==> src/rtl/vga_framebuffer_writer_pkg.sv <==
// Shared constants, types and small helpers for the VGA framebuffer writer.
package vga_framebuffer_writer_pkg;

   localparam logic [2:0] MCB_INSTR_WRITE   = 3'b000;
   localparam int         SCREEN_W          = 256;
   localparam int         SCREEN_H          = 192;
   localparam int         CLEAR_BURST_WORDS = 32;
   localparam int         CLEAR_BURSTS      = 384;

   localparam logic [5:0] MCB_BL_SINGLE = 6'd0;
   localparam logic [5:0] MCB_BL_CLEAR  = 6'(CLEAR_BURST_WORDS - 1);

   typedef logic [7:0] coord_t;
   typedef logic [7:0] rgb_t;

   // Byte offset of the 32-bit word holding pixel (x, y), relative to pixel (0,0).
   function automatic logic [15:0] px_word_offset(input coord_t y, input coord_t x);
      return {y, x[7:2], 2'b00};
   endfunction

   // One-hot byte-lane select for a pixel's position inside its word.
   function automatic logic [3:0] lane_bit(input logic [1:0] lane);
      return 4'b0001 << lane;
   endfunction

endpackage

==> src/rtl/vga_framebuffer_writer_if.sv <==
// Pixel write handshake between the pixel pipeline (master) and the writer (slave).
interface vga_framebuffer_writer_if;
   import vga_framebuffer_writer_pkg::*;

   logic   px_valid;
   logic   px_ready;
   coord_t px_x;
   coord_t px_y;
   rgb_t   px_rgb;

   modport master (output px_valid, output px_x, output px_y, output px_rgb, input px_ready);
   modport slave  (input px_valid, input px_x, input px_y, input px_rgb, output px_ready);

endinterface

==> src/rtl/vga_framebuffer_writer.sv <==
// Coalesces single-pixel writes into 32-bit MCB word writes and performs
// full-screen clears with 32-word bursts.
module vga_framebuffer_writer
   import vga_framebuffer_writer_pkg::*;
#(
   parameter logic [29:0] BASE_ADDR     = 30'h0,
   parameter int          FLUSH_TIMEOUT = 64
) (
   input  logic                           clk,
   input  logic                           rst,
   input  logic                           calib_done_i,
   vga_framebuffer_writer_if.slave        px,
   input  logic                           flush_i,
   input  logic                           clear_i,
   input  logic [7:0]                     clear_rgb_i,
   output logic                           busy_o,
   output logic                           error_o,
   output logic                           mem_cmd_en_o,
   output logic [2:0]                     mem_cmd_instr_o,
   output logic [5:0]                     mem_cmd_bl_o,
   output logic [29:0]                    mem_cmd_byte_addr_o,
   input  logic                           mem_cmd_empty_i,
   input  logic                           mem_cmd_full_i,
   output logic                           mem_wr_en_o,
   output logic [3:0]                     mem_wr_mask_o,
   output logic [31:0]                    mem_wr_data_o,
   input  logic                           mem_wr_full_i,
   input  logic                           mem_wr_empty_i,
   input  logic [6:0]                     mem_wr_count_i,
   input  logic                           mem_wr_underrun_i,
   input  logic                           mem_wr_error_i
);

   typedef enum logic [2:0] {
      ST_IDLE     = 3'd0,
      ST_HOLD     = 3'd1,
      ST_WDATA    = 3'd2,
      ST_WCMD     = 3'd3,
      ST_CLR_DATA = 3'd4,
      ST_CLR_CMD  = 3'd5
   } state_t;

   localparam int               CNT_W     = $clog2(FLUSH_TIMEOUT + 1);
   localparam logic [CNT_W-1:0] TIMEOUT_C = CNT_W'(FLUSH_TIMEOUT);

   state_t           state_q, state_d;
   logic [29:0]      waddr_q, waddr_d;
   logic [31:0]      wdata_q, wdata_d;
   logic [3:0]       wmask_q, wmask_d;
   logic [CNT_W-1:0] tmo_q, tmo_d;
   logic [4:0]       word_q, word_d;
   logic [8:0]       burst_q, burst_d;
   logic             clear_pend_q, clear_pend_d;
   logic [7:0]       clr_rgb_q, clr_rgb_d;
   logic             error_q;

   logic [29:0]      px_waddr_s;
   logic             same_word_s;
   logic [3:0]       merged_mask_s;
   logic [31:0]      merged_data_s;
   logic             px_ready_s;
   logic             accept_s;
   logic             wr_push_s;
   logic             cmd_issue_s;

   // FIFO level/empty flags are only observed for debug, not for control.
   logic             unused_dbg_s;
   assign unused_dbg_s = ^{mem_cmd_empty_i, mem_wr_empty_i, mem_wr_count_i};

   // Word address of the offered pixel and its merge into the hold register.
   always_comb begin
      px_waddr_s    = BASE_ADDR + {14'd0, px_word_offset(px.px_y, px.px_x)};
      same_word_s   = (px_waddr_s == waddr_q);
      merged_mask_s = wmask_q & ~lane_bit(px.px_x[1:0]);
      merged_data_s = wdata_q;
      merged_data_s[{px.px_x[1:0], 3'b000} +: 8] = px.px_rgb;
   end

   // Pixel acceptance: only while idle or holding the same word, never with a clear pending.
   always_comb begin
      case (state_q)
         ST_IDLE: px_ready_s = calib_done_i & ~clear_pend_q;
         ST_HOLD: px_ready_s = calib_done_i & same_word_s & ~clear_pend_q;
         default: px_ready_s = 1'b0;
      endcase
   end

   assign px.px_ready = px_ready_s;
   assign accept_s    = px.px_valid & px_ready_s;
   assign wr_push_s   = calib_done_i & ~mem_wr_full_i &
                        ((state_q == ST_WDATA) | (state_q == ST_CLR_DATA));
   assign cmd_issue_s = calib_done_i & ~mem_cmd_full_i &
                        ((state_q == ST_WCMD) | (state_q == ST_CLR_CMD));
   assign busy_o      = ~((state_q == ST_IDLE) & ~clear_pend_q);
   assign error_o     = error_q;

   // Next-state logic for the control FSM, hold register, clear request and counters.
   always_comb begin
      state_d      = state_q;
      waddr_d      = waddr_q;
      wdata_d      = wdata_q;
      wmask_d      = wmask_q;
      tmo_d        = tmo_q;
      word_d       = word_q;
      burst_d      = burst_q;
      clear_pend_d = clear_pend_q;
      clr_rgb_d    = clr_rgb_q;

      // A second clear before the first has completed is dropped.
      if (clear_i && !clear_pend_q) begin
         clear_pend_d = 1'b1;
         clr_rgb_d    = clear_rgb_i;
      end else begin
         clear_pend_d = clear_pend_q;
      end

      if (accept_s) begin
         waddr_d = px_waddr_s;
         wdata_d = merged_data_s;
         wmask_d = merged_mask_s;
         tmo_d   = {CNT_W{1'b0}};
      end else begin
         tmo_d   = tmo_q;
      end

      case (state_q)
         ST_IDLE: begin
            if (accept_s) begin
               if (flush_i || (merged_mask_s == 4'h0)) begin
                  state_d = ST_WDATA;
               end else begin
                  state_d = ST_HOLD;
               end
            end else if (clear_pend_q) begin
               state_d = ST_CLR_DATA;
            end else begin
               state_d = ST_IDLE;
            end
         end
         ST_HOLD: begin
            if (accept_s) begin
               if (flush_i || (merged_mask_s == 4'h0)) begin
                  state_d = ST_WDATA;
               end else begin
                  state_d = ST_HOLD;
               end
            end else begin
               tmo_d = tmo_q + CNT_W'(1);
               if (flush_i || (px.px_valid && !same_word_s) || clear_pend_q ||
                   ((tmo_q + CNT_W'(1)) == TIMEOUT_C)) begin
                  state_d = ST_WDATA;
               end else begin
                  state_d = ST_HOLD;
               end
            end
         end
         ST_WDATA: begin
            if (wr_push_s) begin
               state_d = ST_WCMD;
            end else begin
               state_d = ST_WDATA;
            end
         end
         ST_WCMD: begin
            if (cmd_issue_s) begin
               wmask_d = 4'hF;
               wdata_d = 32'h0;
               state_d = ST_IDLE;
            end else begin
               state_d = ST_WCMD;
            end
         end
         ST_CLR_DATA: begin
            if (wr_push_s) begin
               if (word_q == 5'(CLEAR_BURST_WORDS - 1)) begin
                  word_d  = 5'd0;
                  state_d = ST_CLR_CMD;
               end else begin
                  word_d  = word_q + 5'd1;
               end
            end else begin
               state_d = ST_CLR_DATA;
            end
         end
         ST_CLR_CMD: begin
            if (cmd_issue_s) begin
               if (burst_q == 9'(CLEAR_BURSTS - 1)) begin
                  burst_d      = 9'd0;
                  clear_pend_d = 1'b0;
                  state_d      = ST_IDLE;
               end else begin
                  burst_d      = burst_q + 9'd1;
                  state_d      = ST_CLR_DATA;
               end
            end else begin
               state_d = ST_CLR_CMD;
            end
         end
         default: begin
            state_d = ST_IDLE;
         end
      endcase
   end

   // MCB strobes and buses, driven from registered state and the FIFO-full flags.
   always_comb begin
      mem_wr_en_o         = 1'b0;
      mem_wr_mask_o       = wmask_q;
      mem_wr_data_o       = wdata_q;
      mem_cmd_en_o        = 1'b0;
      mem_cmd_instr_o     = MCB_INSTR_WRITE;
      mem_cmd_bl_o        = 6'd0;
      mem_cmd_byte_addr_o = 30'h0;
      case (state_q)
         ST_WDATA: begin
            mem_wr_en_o = wr_push_s;
         end
         ST_WCMD: begin
            mem_cmd_en_o        = cmd_issue_s;
            mem_cmd_bl_o        = MCB_BL_SINGLE;
            mem_cmd_byte_addr_o = waddr_q;
         end
         ST_CLR_DATA: begin
            mem_wr_en_o   = wr_push_s;
            mem_wr_mask_o = 4'h0;
            mem_wr_data_o = {4{clr_rgb_q}};
         end
         ST_CLR_CMD: begin
            mem_cmd_en_o        = cmd_issue_s;
            mem_cmd_bl_o        = MCB_BL_CLEAR;
            mem_cmd_byte_addr_o = BASE_ADDR + {14'd0, burst_q, 7'd0};
         end
         default: begin
            mem_wr_en_o = 1'b0;
         end
      endcase
   end

   // State, hold register, counters and the sticky MCB error flag.
   always_ff @(posedge clk) begin
      if (rst) begin
         state_q      <= ST_IDLE;
         waddr_q      <= 30'h0;
         wdata_q      <= 32'h0;
         wmask_q      <= 4'hF;
         tmo_q        <= {CNT_W{1'b0}};
         word_q       <= 5'd0;
         burst_q      <= 9'd0;
         clear_pend_q <= 1'b0;
         clr_rgb_q    <= 8'h00;
         error_q      <= 1'b0;
      end else begin
         state_q      <= state_d;
         waddr_q      <= waddr_d;
         wdata_q      <= wdata_d;
         wmask_q      <= wmask_d;
         tmo_q        <= tmo_d;
         word_q       <= word_d;
         burst_q      <= burst_d;
         clear_pend_q <= clear_pend_d;
         clr_rgb_q    <= clr_rgb_d;
         error_q      <= error_q | mem_wr_underrun_i | mem_wr_error_i;
      end
   end

endmodule

==> src/flat_wrapper.sv <==
// flat-port wrapper written by rule: the top's interface ports become plain ports
module vga_framebuffer_writer_flat import vga_framebuffer_writer_pkg::*;
#(
   parameter logic [29:0] BASE_ADDR     = 30'h0,
   parameter int          FLUSH_TIMEOUT = 64
)
  (clk, rst, calib_done_i, flush_i, clear_i, clear_rgb_i, busy_o, error_o, mem_cmd_en_o, mem_cmd_instr_o, mem_cmd_bl_o, mem_cmd_byte_addr_o, mem_cmd_empty_i, mem_cmd_full_i, mem_wr_en_o, mem_wr_mask_o, mem_wr_data_o, mem_wr_full_i, mem_wr_empty_i, mem_wr_count_i, mem_wr_underrun_i, mem_wr_error_i, px_px_valid, px_px_x, px_px_y, px_px_rgb, px_px_ready);
  vga_framebuffer_writer_if px_i ();
  input  logic clk;
  input  logic rst;
  input  logic calib_done_i;
  input  logic flush_i;
  input  logic clear_i;
  input  logic [7:0] clear_rgb_i;
  output logic busy_o;
  output logic error_o;
  output logic mem_cmd_en_o;
  output logic [2:0] mem_cmd_instr_o;
  output logic [5:0] mem_cmd_bl_o;
  output logic [29:0] mem_cmd_byte_addr_o;
  input  logic mem_cmd_empty_i;
  input  logic mem_cmd_full_i;
  output logic mem_wr_en_o;
  output logic [3:0] mem_wr_mask_o;
  output logic [31:0] mem_wr_data_o;
  input  logic mem_wr_full_i;
  input  logic mem_wr_empty_i;
  input  logic [6:0] mem_wr_count_i;
  input  logic mem_wr_underrun_i;
  input  logic mem_wr_error_i;
  input wire logic [$bits(px_i.px_valid)-1:0] px_px_valid;
  input wire logic [$bits(px_i.px_x)-1:0] px_px_x;
  input wire logic [$bits(px_i.px_y)-1:0] px_px_y;
  input wire logic [$bits(px_i.px_rgb)-1:0] px_px_rgb;
  output wire logic [$bits(px_i.px_ready)-1:0] px_px_ready;
  assign px_i.px_valid = px_px_valid;
  assign px_i.px_x = px_px_x;
  assign px_i.px_y = px_px_y;
  assign px_i.px_rgb = px_px_rgb;
  assign px_px_ready = px_i.px_ready;
  vga_framebuffer_writer #(.BASE_ADDR(BASE_ADDR), .FLUSH_TIMEOUT(FLUSH_TIMEOUT)) u_core (.clk(clk), .rst(rst), .calib_done_i(calib_done_i), .px(px_i), .flush_i(flush_i), .clear_i(clear_i), .clear_rgb_i(clear_rgb_i), .busy_o(busy_o), .error_o(error_o), .mem_cmd_en_o(mem_cmd_en_o), .mem_cmd_instr_o(mem_cmd_instr_o), .mem_cmd_bl_o(mem_cmd_bl_o), .mem_cmd_byte_addr_o(mem_cmd_byte_addr_o), .mem_cmd_empty_i(mem_cmd_empty_i), .mem_cmd_full_i(mem_cmd_full_i), .mem_wr_en_o(mem_wr_en_o), .mem_wr_mask_o(mem_wr_mask_o), .mem_wr_data_o(mem_wr_data_o), .mem_wr_full_i(mem_wr_full_i), .mem_wr_empty_i(mem_wr_empty_i), .mem_wr_count_i(mem_wr_count_i), .mem_wr_underrun_i(mem_wr_underrun_i), .mem_wr_error_i(mem_wr_error_i));
endmodule
==> config.mk <==
export PLATFORM = sky130hd
export DESIGN_NAME = vga_framebuffer_writer_flat
export DESIGN_NICKNAME = d
export VERILOG_FILES = /design/src/rtl/vga_framebuffer_writer_pkg.sv /design/src/rtl/vga_framebuffer_writer_if.sv /design/src/rtl/vga_framebuffer_writer.sv /design/src/flat_wrapper.sv
export SDC_FILE = /design/constraint.sdc
export NUM_CORES = 1
export LEC_CHECK = 0
export ABC_AREA = 1
export BUFFER_PORTS_ARGS = -buffer_cell sky130_fd_sc_hd__buf_2
export CORE_UTILIZATION = 57
export CTS_CLUSTER_DIAMETER = 100
export DETAILED_ROUTE_END_ITERATION = 7
export HOLD_SLACK_MARGIN = 0.15
export PLACE_DENSITY = 0.85
export SLEW_MARGIN = 20
export SYNTH_ARGS = -nofsm -noshare
export SYNTH_HDL_FRONTEND = slang
export SYNTH_SLANG_ARGS = --single-unit
==> constraint.sdc <==
create_clock -name clk -period 4.7 [get_ports clk]
set_input_delay 0.94 -clock clk [delete_from_list [all_inputs] [get_ports clk]]
set_output_delay 0.94 -clock clk [all_outputs]
set_load 0.01 [all_outputs]
==> flow_summary.yaml, run 1 <==
floorplanning:
  fp.dieH_um: 93.06
  io_pins: 131
  rows: 32
  core-area_um2: 7888
  start_util: 0.5991
  die_width_um: 93.06
  dieArea_um2: 8659
sta:
  fmax_mhz: 288.9
  drv_slew: 0
  finalSetupViolCount: 0
  hold_violations: 0
  finalSetupTns_ps: 0
  final_critical_path_setup_slack_ps: 1239
  slew_headroom: 0.4022
  rsz0062_at_grt: "no"
  fin_skew_ps: 10.94
  worst_pin_slew_ps: 895.7
  period_needed_ps: 3461
  finalCritPeriodShare: 0.7364
clocking:
  ctsHoldBuffers: 0
  htreeDepth: 3
  cts_resized: 0
  cts_tree: "done"
  cts.sinks: 84
  post_cts_buffers: 0
  cts_buffers: 9
  clk-insertion-delay-late_ps: 360
  clk_pin_slew_ps: 90
  clockBufferDepth: 2
  cts_root_buffer: "clkbuf_8"
synth:
  ys_ff_latch: 84
  synth.distinct_cells: 36
  synth_edf_count: 0
  synthSimpleGateAreaFrac: 0.2994
  syn_area_per_cell_um2: 6.591
  synthArstFlopShare: 0
  synthTopCellsByArea: "dfxtp_1 (36%), nand2_1 (14%), inv_1 (8.7%), o21ai_0 (7.2%), nor2_1 (6.3%)"
  synthFlopType: "dfxtp_1"
  synthesis.area_um2: 4726
  yosys.cell_count.top_type: "nand2_1"
  synth_top_family_by_area: "simple AND/OR/NAND/NOR gates"
  synth_top_cell_by_area: "dfxtp_1"
  synthAdderAreaFrac: 0.03177
  ys_top_cells_by_count: "nand2_1 (172), inv_1 (110), dfxtp_1 (84), nor2_1 (79), o21ai_0 (68)"
  synth_top_area_frac: 0.3558
  synth.area.mux_share: 0
  synthCells: 717
  synth_warnings: 0
  synth-xor-area-share: 0.005560
  synth_compound_area_frac: 0.1573
  yosysSeqAreaShare: 0.3558
worst_hold_path:
  worstHoldStart: "u_core.wdata_q[26]$_SDFF_PP0_"
  hold_depth: 2
  holdPathEnd: "u_core.wdata_q[26]$_SDFF_PP0_"
  hold_path_class: "reg -> reg"
global_route:
  met3_usage: 0.04390
  grt_overflow_total: 0
  gr-max-usage-layer: "met2"
  use_met1: 0.3330
  grt.met2_usage: 0.4994
  antenna_found_initial: 0
  grt_max_degree: 35
  grt_use_total: 0.2811
  first_global_vias: 4344
  grt_pass1_wl_um: 19310
pwr:
  irDropWorstVdd_mv: 0.1612
  pwr_density_cell_nw_per_um2: 293.1
  power.leakage_uw: 0.002764
  finalPower_uw: 1572
drt:
  dr.pass1.iters: 5
  ant_nets: 0
  route.detailed.drc: 0
  routed_wl_um: 11830
  wire_per_inst_um: 12.96
  vias: 4742
  drtIter0Drc: 194
  avgViaCountPerCell: 5.194
run:
  cap_violations: 0
critical_path:
  rr_startpoint: "u_core.state_q[2]$_SDFFE_PP0P_"
  r2r_cells: 10
  worstSetupPathType: "reg -> out"
  crit_path_start: "u_core.state_q[0]$_SDFFE_PP0P_"
  rrSetupSlack_ps: 2270
  arrival_ps: 2520
  reg2reg_to: "u_core.wdata_q[18]$_SDFF_PP0_"
  worstPathMaxFanout: 24
  cp.required_ps: 3760
  start_kind: "register"
  crit_path_end_kind: "primary output"
place:
  post-place-ws_ps: 1671
  hpwlAfterDp_um: 8846
  port_buffers: 101
  gp_congestion: 0.9164
cells_and_area:
  nNetsFinal: 869
  postLayoutCoreUtil: 0.6799
  n_antenna_cell: 0
  drive_gt1_frac: 0.1739
  area_growth_pct: 13.48
run_status:
  outcome: "finished clean"
-- state kept, by name, indices dropped and copies added, names as in the netlist --
signal / cells
u_core.clear_pend_q: 1
u_core.clr_rgb_q: 8
u_core.burst_q: 9
u_core.waddr_q: 14
u_core.error_o: 1
u_core.word_q: 5
u_core.state_q: 3
u_core.tmo_q: 7
u_core.wmask_q: 4
u_core.wdata_q: 32
-- worst max-delay path by stage --
stage                   endpoint  slack [ps]  depth (start not counted)
4_1_cts        mem_wr_data_o[29]        1280                          7
3_5_place_dp   mem_wr_data_o[29]        1670                          7
5_1_grt        mem_wr_data_o[12]        1000                          7
3_3_place_gp   mem_wr_data_o[25]        1750                          7
2_1_floorplan        px_px_ready        2090                          8
6_report       mem_wr_data_o[29]        1240                          7
-- cell families (layout without fill, tap and decap cells) --
kind of cell    count (synthesis)  in the layout
simple gates                  323            323
fa+ha+maj                      12             12
other cells                     1             20
flops                          84             84
buf+inv                       157            232
compound gates                137            137
xor+xnor                        3              3
-- placed cells by master (no fill, tap or decap) --
cell / netlist / routed
nand2_1: 172 / 172
inv_1: 110 / 110
buf_2: 1 / 101
dfxtp_1: 84 / 84
nor2_1: 79 / 79
o21ai_0: 68 / 68
a21oi_1: 48 / 48
nor3_1: 22 / 22
conb_1: 1 / 20
nand3_1: 17 / 17
ha_1: 12 / 12
clkbuf_8: 0 / 12
o211ai_1: 11 / 11
nor3b_1: 8 / 8
o22ai_1: 6 / 6
or2_2: 5 / 5
nand4_1: 5 / 5
nor3b_2: 4 / 4
clkinvlp_4: 0 / 3
nor2_4: 2 / 2
nand3_2: 2 / 2
nor2_2: 2 / 2
xnor2_1: 2 / 2
nand2_2: 2 / 2
buf_4: 24 / 2
nand2_4: 1 / 1
o21bai_1: 1 / 1
and3b_1: 1 / 1
xor2_1: 1 / 1
a211oi_1: 1 / 1
inv_2: 1 / 1
clkinv_1: 1 / 1
a211oi_4: 1 / 1
a21boi_0: 1 / 1
nand3_4: 1 / 1
inv_4: 1 / 1
inv_6: 0 / 1
-- stage by stage --
step | hold slack (ps) | cell area (µm²) | std cells
final | 454.3 | 5363 | 913
after global routing | 466.8 | 5363 | 913
after CTS | 452.3 | 5363 | 913
after detailed placement | 438.9 | 5166 | 897
after global placement | 432.7 | 5166 | 897
after floorplan | 421.6 | 4797 | 736
-- final cells by class --
cell class	count	area, µm²
Fill cell	692	2525
Inverter	113	426.7
Clock inverter	4	31.28
Timing Repair Buffer	103	520.5
Sequential cell	84	1682
Multi-Input combinational cell	495	2410
Clock buffer	12	165.2
Tap cell	102	127.6
-- report_power, final --
part	switching [µW]	internal, µW	total, µW
combinational	200	98.3	298
sequential	18.4	743	761
clock	275	237	512
-- metal layers --
layer  routed length [µm]  share of wire
met1                 4946           0.42
met2                 5756           0.49
met3                  837          0.071
met4                  294          0.025
met5                    0              0
-- critical path, stage by stage (launching register included) --
cell	delay, ps
dfxtp_1	370
nor2_2	170
inv_1	60
nor2_2	680
inv_1	470
nand2_1	170
nand2_1	90
buf_2	150
Note: power is estimated with default switching activity, not from simulation.
==> run 2: changes to the inputs <==
--- a/config.mk
+++ b/config.mk
@@ -7,11 +7,11 @@
 export LEC_CHECK = 0
 export ABC_AREA = 1
 export BUFFER_PORTS_ARGS = -buffer_cell sky130_fd_sc_hd__buf_2
-export CORE_UTILIZATION = 57
+export CORE_UTILIZATION = 48
 export CTS_CLUSTER_DIAMETER = 100
 export DETAILED_ROUTE_END_ITERATION = 7
 export HOLD_SLACK_MARGIN = 0.15
-export PLACE_DENSITY = 0.85
+export PLACE_DENSITY = 0.76
 export SLEW_MARGIN = 20
 export SYNTH_ARGS = -nofsm -noshare
 export SYNTH_HDL_FRONTEND = slang
==> constraint.sdc (replaced) <==
create_clock -name clk -period 3 [get_ports clk]
set_input_delay 0.6 -clock clk [delete_from_list [all_inputs] [get_ports clk]]
set_output_delay 0.6 -clock clk [all_outputs]
set_load 0.01 [all_outputs]
==> run 2 against run 1 <==
- critical path depth unchanged
- power up 58%
- sequential power up 56%
- non-clock buffer count up 5
- via count up 0.89%
- design area up 1.3%
- clock skew about the same
- global-route usage down 3.5 points
- utilization down 10 points
- cell count up 3.3%
- critical endpoint unchanged
==> flow_summary.yaml, run 2 (synthesized netlist as in run 1, its figures left out) <==
global_route:
  antenna_found_initial: 0
  grt_use_total: 0.2462
  grt_pass1_wl_um: 19870
  first_global_vias: 4514
  grt_overflow_total: 0
  grt_max_degree: 32
clocking:
  cts.sinks: 84
  cts_root_buffer: "clkbuf_8"
  clk_pin_slew_ps: 80
  cts_buffers: 9
  htreeDepth: 3
  clockBufferDepth: 2
  clk-insertion-delay-late_ps: 360
  cts_tree: "done"
  ctsHoldBuffers: 0
place:
  placed_area_um2: 5238
  gp_congestion: 0.9349
  hpwlAfterDp_um: 9185
  port_buffers: 101
critical_path:
  path_buf_inv: 3
  worstSetupPathType: "reg -> out"
  crit_path_end_kind: "primary output"
  start_kind: "register"
  crit_slowest_cell: "dfxtp_1"
  cp_cell_sequence: "nor2_2 > inv_1 > nor2_4 > inv_1 > nand2_1 > nand2_1 > buf_2"
  worstPathMaxFanout: 20
  cp_slowest_stage_delay_ps: 380
  arrival_ps: 2020
  rrSetupSlack_ps: 720
  cp.required_ps: 2400
  path_delay_family: "simple AND/OR/NAND/NOR gates"
cells_and_area:
  reg_top3: "u_core.wdata_q: 32 flops, u_core.waddr_q: 14 flops, u_core.burst_q: 9 flops"
  drive_gt1_frac: 0.1757
  area_growth_pct: 14.96
  top_register: "u_core.wdata_q"
  ff_latch_area_um2: 1682
  largest_register_ffs: 32
  multiInputGateArea_um2: 2415
  nNetsFinal: 874
  final_common_cell: "nand2_1"
  fillers: 936
  design_area_um2: 5433
  mostFrequentLayoutCells: "nand2_1 (172), inv_1 (110), buf_2 (101)"
  n_antenna_cell: 0
drt:
  route.detailed.drc: 0
  drtIter0Drc: 215
  ant_nets: 0
  avgViaCountPerCell: 5.073
  vias: 4784
  routed_wl_um: 12090
  dr.pass1.iters: 5
  wire_per_inst_um: 12.82
floorplanning:
  dieArea_um2: 10250
  fp.dieH_um: 101.2
  rows: 35
  start_util: 0.5043
  io_pins: 131
  die_width_um: 101.2
  core-area_um2: 9371
pwr:
  pwr_density_cell_nw_per_um2: 457.3
  clkPwrFrac: 0.328
  p_sw_frac: 0.2973
  combPwrFrac: 0.192
  irDropWorstVdd_mv: 0.2333
  p_switching_uw: 738.6
  pwr-share-seq: 0.480
  power.leakage_uw: 0.002795
  p_int_uw: 1746
sta:
  finalSetupViolCount: 0
  period_needed_ps: 2617
  worst_pin_slew_ps: 763.2
  fin_skew_ps: 10.91
  drv_slew: 0
  finalSetupTns_ps: 0
  finalCritPeriodShare: 0.8725
  fmax_mhz: 382.1
  hold_violations: 0
  rsz0062_at_grt: "no"
  slew_headroom: 0.4906
worst_hold_path:
  hold_path_class: "in -> reg"
run_status:
  outcome: "finished clean"
run:
  cap_violations: 0
run 2: cell count changes in the layout (fill, tap and decap cells not counted), sizes merged:
cell      previous run  this run
buf                103       108
bufinv               0         1
clkinv               1         2
clkinvlp             3         0
inv                113       112
run 2: layout make-up:
class	instances	share of cell area
clock buffer	12	0.02856
clock inverter	2	0.006449
inverter	113	0.07854
multi-input combinational	495	0.4445
sequential	84	0.3095
tap	129	0.02971
timing repair buffer	108	0.1027
run 2: path summary, 6_finish.rpt:
kind / start / depth (start not counted) / to
min: mem_wr_error_i / 3 / u_core.error_o$_SDFF_PP0_
max reg2reg: u_core.state_q[0]$_SDFFE_PP0P_ / 6 / u_core.wdata_q[4]$_SDFF_PP0_
min reg2reg: u_core.wdata_q[28]$_SDFF_PP0_ / 2 / u_core.wdata_q[28]$_SDFF_PP0_
max: u_core.state_q[0]$_SDFFE_PP0P_ / 7 / mem_wr_data_o[29]
run 2: per-layer routing:
layer  GRT usage  vias up  part of all wire
met2      0.4291      164              0.48
met1      0.2933     2191              0.43
met4      0.1126        0             0.028
met3     0.04693       28             0.062
met5           0        -                 0
li1            -     2401                 -
run 2: power groups by stage:
stage	Sequential (µW)	Clock (µW)	Combinational [µW]
final	1190	815	476
after CTS	1190	824	474
after global routing	1200	877	539
after floorplan	1210	0	339
after detailed placement	1220	0	472
after global placement	1220	0	459
run 2: tightest hold or removal path, delay by kind of cell:
family / cells / cell delay [ps]
and+or+nand+nor: 2 / 90
buffers and inverters: 1 / 70
run 2: repair_timing:
item | in CTS | in global routing
endpoints found under the setup margin | 0 | 21
gates resized for setup | 0 | 1
buffers inserted | 0 | 0
run 2: through the flow:
stage / total power, µW / worst slack (ps) / util / hold slack, ps / instances
4_1_cts: 2490 / 97.30 / 0.5792 / 443.2 / 943
3_3_place_gp: 1675 / 517.7 / 0.5589 / 432.5 / 929
6_report: 2484 / 382.5 / 0.5797 / 445.3 / 943
5_1_grt: 2614 / 174.0 / 0.5797 / 478.6 / 943
3_5_place_dp: 1691 / 504.6 / 0.5589 / 438.1 / 929
2_1_floorplan: 1552 / 1071 / - / 421.6 / 736
==> run 3: changes to the inputs <==
--- a/config.mk
+++ b/config.mk
@@ -7,11 +7,12 @@
 export LEC_CHECK = 0
 export ABC_AREA = 1
 export BUFFER_PORTS_ARGS = -buffer_cell sky130_fd_sc_hd__buf_2
-export CORE_UTILIZATION = 48
+export CORE_UTILIZATION = 53
 export CTS_CLUSTER_DIAMETER = 100
 export DETAILED_ROUTE_END_ITERATION = 7
 export HOLD_SLACK_MARGIN = 0.15
-export PLACE_DENSITY = 0.76
+export PLACE_DENSITY = 0.8
+export SETUP_SLACK_MARGIN = 0.4
 export SLEW_MARGIN = 20
 export SYNTH_ARGS = -nofsm -noshare
 export SYNTH_HDL_FRONTEND = slang
==> constraint.sdc (replaced) <==
create_clock -name clk -period 2.6 [get_ports clk]
set_input_delay 0.52 -clock clk [delete_from_list [all_inputs] [get_ports clk]]
set_output_delay 0.52 -clock clk [all_outputs]
set_load 0.01 [all_outputs]
==> run 3 against run 2 <==
- worst setup slack got worse by 26 ps
- power is 26% higher
- worst hold slack worse by 90 ps
- flip-flop and latch count is the same
- critical endpoint is now mem_wr_data_o[15]
==> flow_summary.yaml, run 3 (synthesized netlist as in run 1, its figures left out) <==
pwr:
  clkPwrFrac: 0.319
  power.leakage_uw: 0.003035
  irDropWorstVdd_mv: 0.4009
  p_switching_uw: 959.7
  p_int_uw: 2173
  pwr_density_cell_nw_per_um2: 524.6
  combPwrFrac: 0.239
  pwr-share-seq: 0.442
  p_sw_frac: 0.3063
critical_path:
  arrival_ps: 1720
  path_buf_inv: 5
  cp.required_ps: 2080
  crit_slowest_cell: "dfxtp_4"
  worstPathMaxFanout: 7
  cpMostUsedCell: "nor2_4"
  crit_path_end_kind: "primary output"
  cp_slowest_stage_delay_ps: 380
  cp_cell_sequence: "nor2_4 > inv_2 > nor2_4 > buf_6 > buf_16 > clkbuf_16 > o21ai_1 > buf_2"
  start_kind: "register"
  path_delay_family: "buffers and inverters"
  worstSetupPathType: "reg -> out"
global_route:
  grt_overflow_total: 0
  grt_max_degree: 32
  grt_use_total: 0.2710
  first_global_vias: 4384
  grt_pass1_wl_um: 19350
  antenna_found_initial: 0
place:
  post-place-ws_ps: 335.4
  port_buffers: 101
  hpwlAfterDp_um: 8838
  gp_congestion: 0.9190
floorplanning:
  dieArea_um2: 9298
  core-area_um2: 8678
  start_util: 0.5446
  rows: 34
  die_width_um: 96.43
  fp.dieH_um: 96.43
  io_pins: 131
drt:
  wire_per_inst_um: 13.53
  vias: 4911
  drtIter0Drc: 219
  avgViaCountPerCell: 5.186
  dr.pass1.iters: 5
  route.detailed.drc: 0
  ant_nets: 0
  routed_wl_um: 12810
sta:
  final_critical_path_setup_slack_ps: 357.0
  hold_violations: 0
  slew_headroom: 0.5430
  fin_skew_ps: 12.51
  worst_pin_slew_ps: 684.7
  finalCritPeriodShare: 0.8627
  period_needed_ps: 2243
  drv_slew: 0
  finalSetupViolCount: 0
  finalSetupTns_ps: 0
  fmax_mhz: 445.8
  whs_ps: 355.0
  rsz0062_at_grt: "yes"
clocking:
  ctsHoldBuffers: 0
  cts_root_buffer: "clkbuf_8"
  htreeDepth: 3
  cts.sinks: 84
  cts_buffers: 9
  clockBufferDepth: 2
  clk_pin_slew_ps: 90
  clk-insertion-delay-late_ps: 370
  cts_tree: "done"
run:
  cap_violations: 0
worst_hold_path:
  hold_path_class: "in -> reg"
cells_and_area:
  n_antenna_cell: 0
  drive_gt1_frac: 0.2634
  final_common_cell: "nand2_1"
  largest_register_ffs: 32
  postLayoutCoreUtil: 0.6881
  mostFrequentLayoutCells: "nand2_1 (150), inv_1 (104), buf_2 (92)"
  reg_top3: "u_core.wdata_q: 32 flops, u_core.waddr_q: 14 flops, u_core.burst_q: 9 flops"
  nNetsFinal: 898
  top_register: "u_core.wdata_q"
  area_growth_pct: 26.37
  fillers: 726
run_status:
  outcome: "finished clean"
## run 3: power by group through the flow
| stage | combinational [µW] | sequential [µW] | clock [µW] |
|---|---|---|---|
| 2_1_floorplan | 391 | 1400 | 0 |
| 3_3_place_gp | 530 | 1400 | 0 |
| 3_5_place_dp | 544 | 1410 | 0 |
| 4_1_cts | 652 | 1380 | 1000 |
| 5_1_grt | 823 | 1390 | 1060 |
| 6_report | 749 | 1380 | 1000 |
## run 3: what timing repair did
action | CTS | global route
endpoints found under the setup margin | 37 | 47
buffers inserted | 10 | 7
resized for setup | 36 | 70
pin swaps | 3 | 8
gates cloned | 2 | 1
## run 3: final timing paths
kind	startpoint	endpoint	slack [ps]	depth (start not counted)
min	mem_wr_error_i	u_core.error_o$_SDFF_PP0_	360	3
max	u_core.state_q[0]$_SDFFE_PP0P_	mem_wr_data_o[15]	360	8
min reg2reg	u_core.wdata_q[28]$_SDFF_PP0_	u_core.wdata_q[28]$_SDFF_PP0_	450	2
max reg2reg	u_core.state_q[1]$_SDFFE_PP0P_	u_core.state_q[0]$_SDFFE_PP0P_	600	12
## run 3: final cells by class
cell class | instances | area (µm²) | area share
Multi-Input combinational cell | 495 | 2606 | 0.4364
Sequential cell | 84 | 1694 | 0.2837
Timing Repair Buffer | 132 | 894.6 | 0.1498
Inverter | 113 | 431.7 | 0.07228
Clock buffer | 12 | 165.2 | 0.02766
Tap cell | 108 | 135.1 | 0.02263
Clock inverter | 3 | 45.04 | 0.007542
## run 3: layer usage
layer	vias up	wire, µm	GRT usage
met5	-	0	0
met4	0	377	0.1238
met3	26	776	0.03678
met2	186	6301	0.4864
met1	2238	5358	0.3195
li1	2461	-	-
## run 3: worst reg2reg max path, stage by stage, from the launching register on
cell and delay (ps):
dfxtp_4 370, inv_1 140, nand3_4 120, buf_4 160, clkinv_2 120, nand2_2 120
nand3_4 140, buf_4 310, nand2_1 120, nand3_1 110, nand2_1 70, nand2_1 60
nor2_1 40
## run 3: through the flow
| step | power (µW) | std cells | instance area (µm²) |
|---|---|---|---|
| 6_report | 3133 | 947 | 5972 |
| 3_5_place_dp | 1950 | 912 | 5241 |
| 5_1_grt | 3275 | 947 | 5972 |
| 2_1_floorplan | 1790 | 736 | 4797 |
| 4_1_cts | 3034 | 939 | 5670 |
| 3_3_place_gp | 1933 | 912 | 5241 |
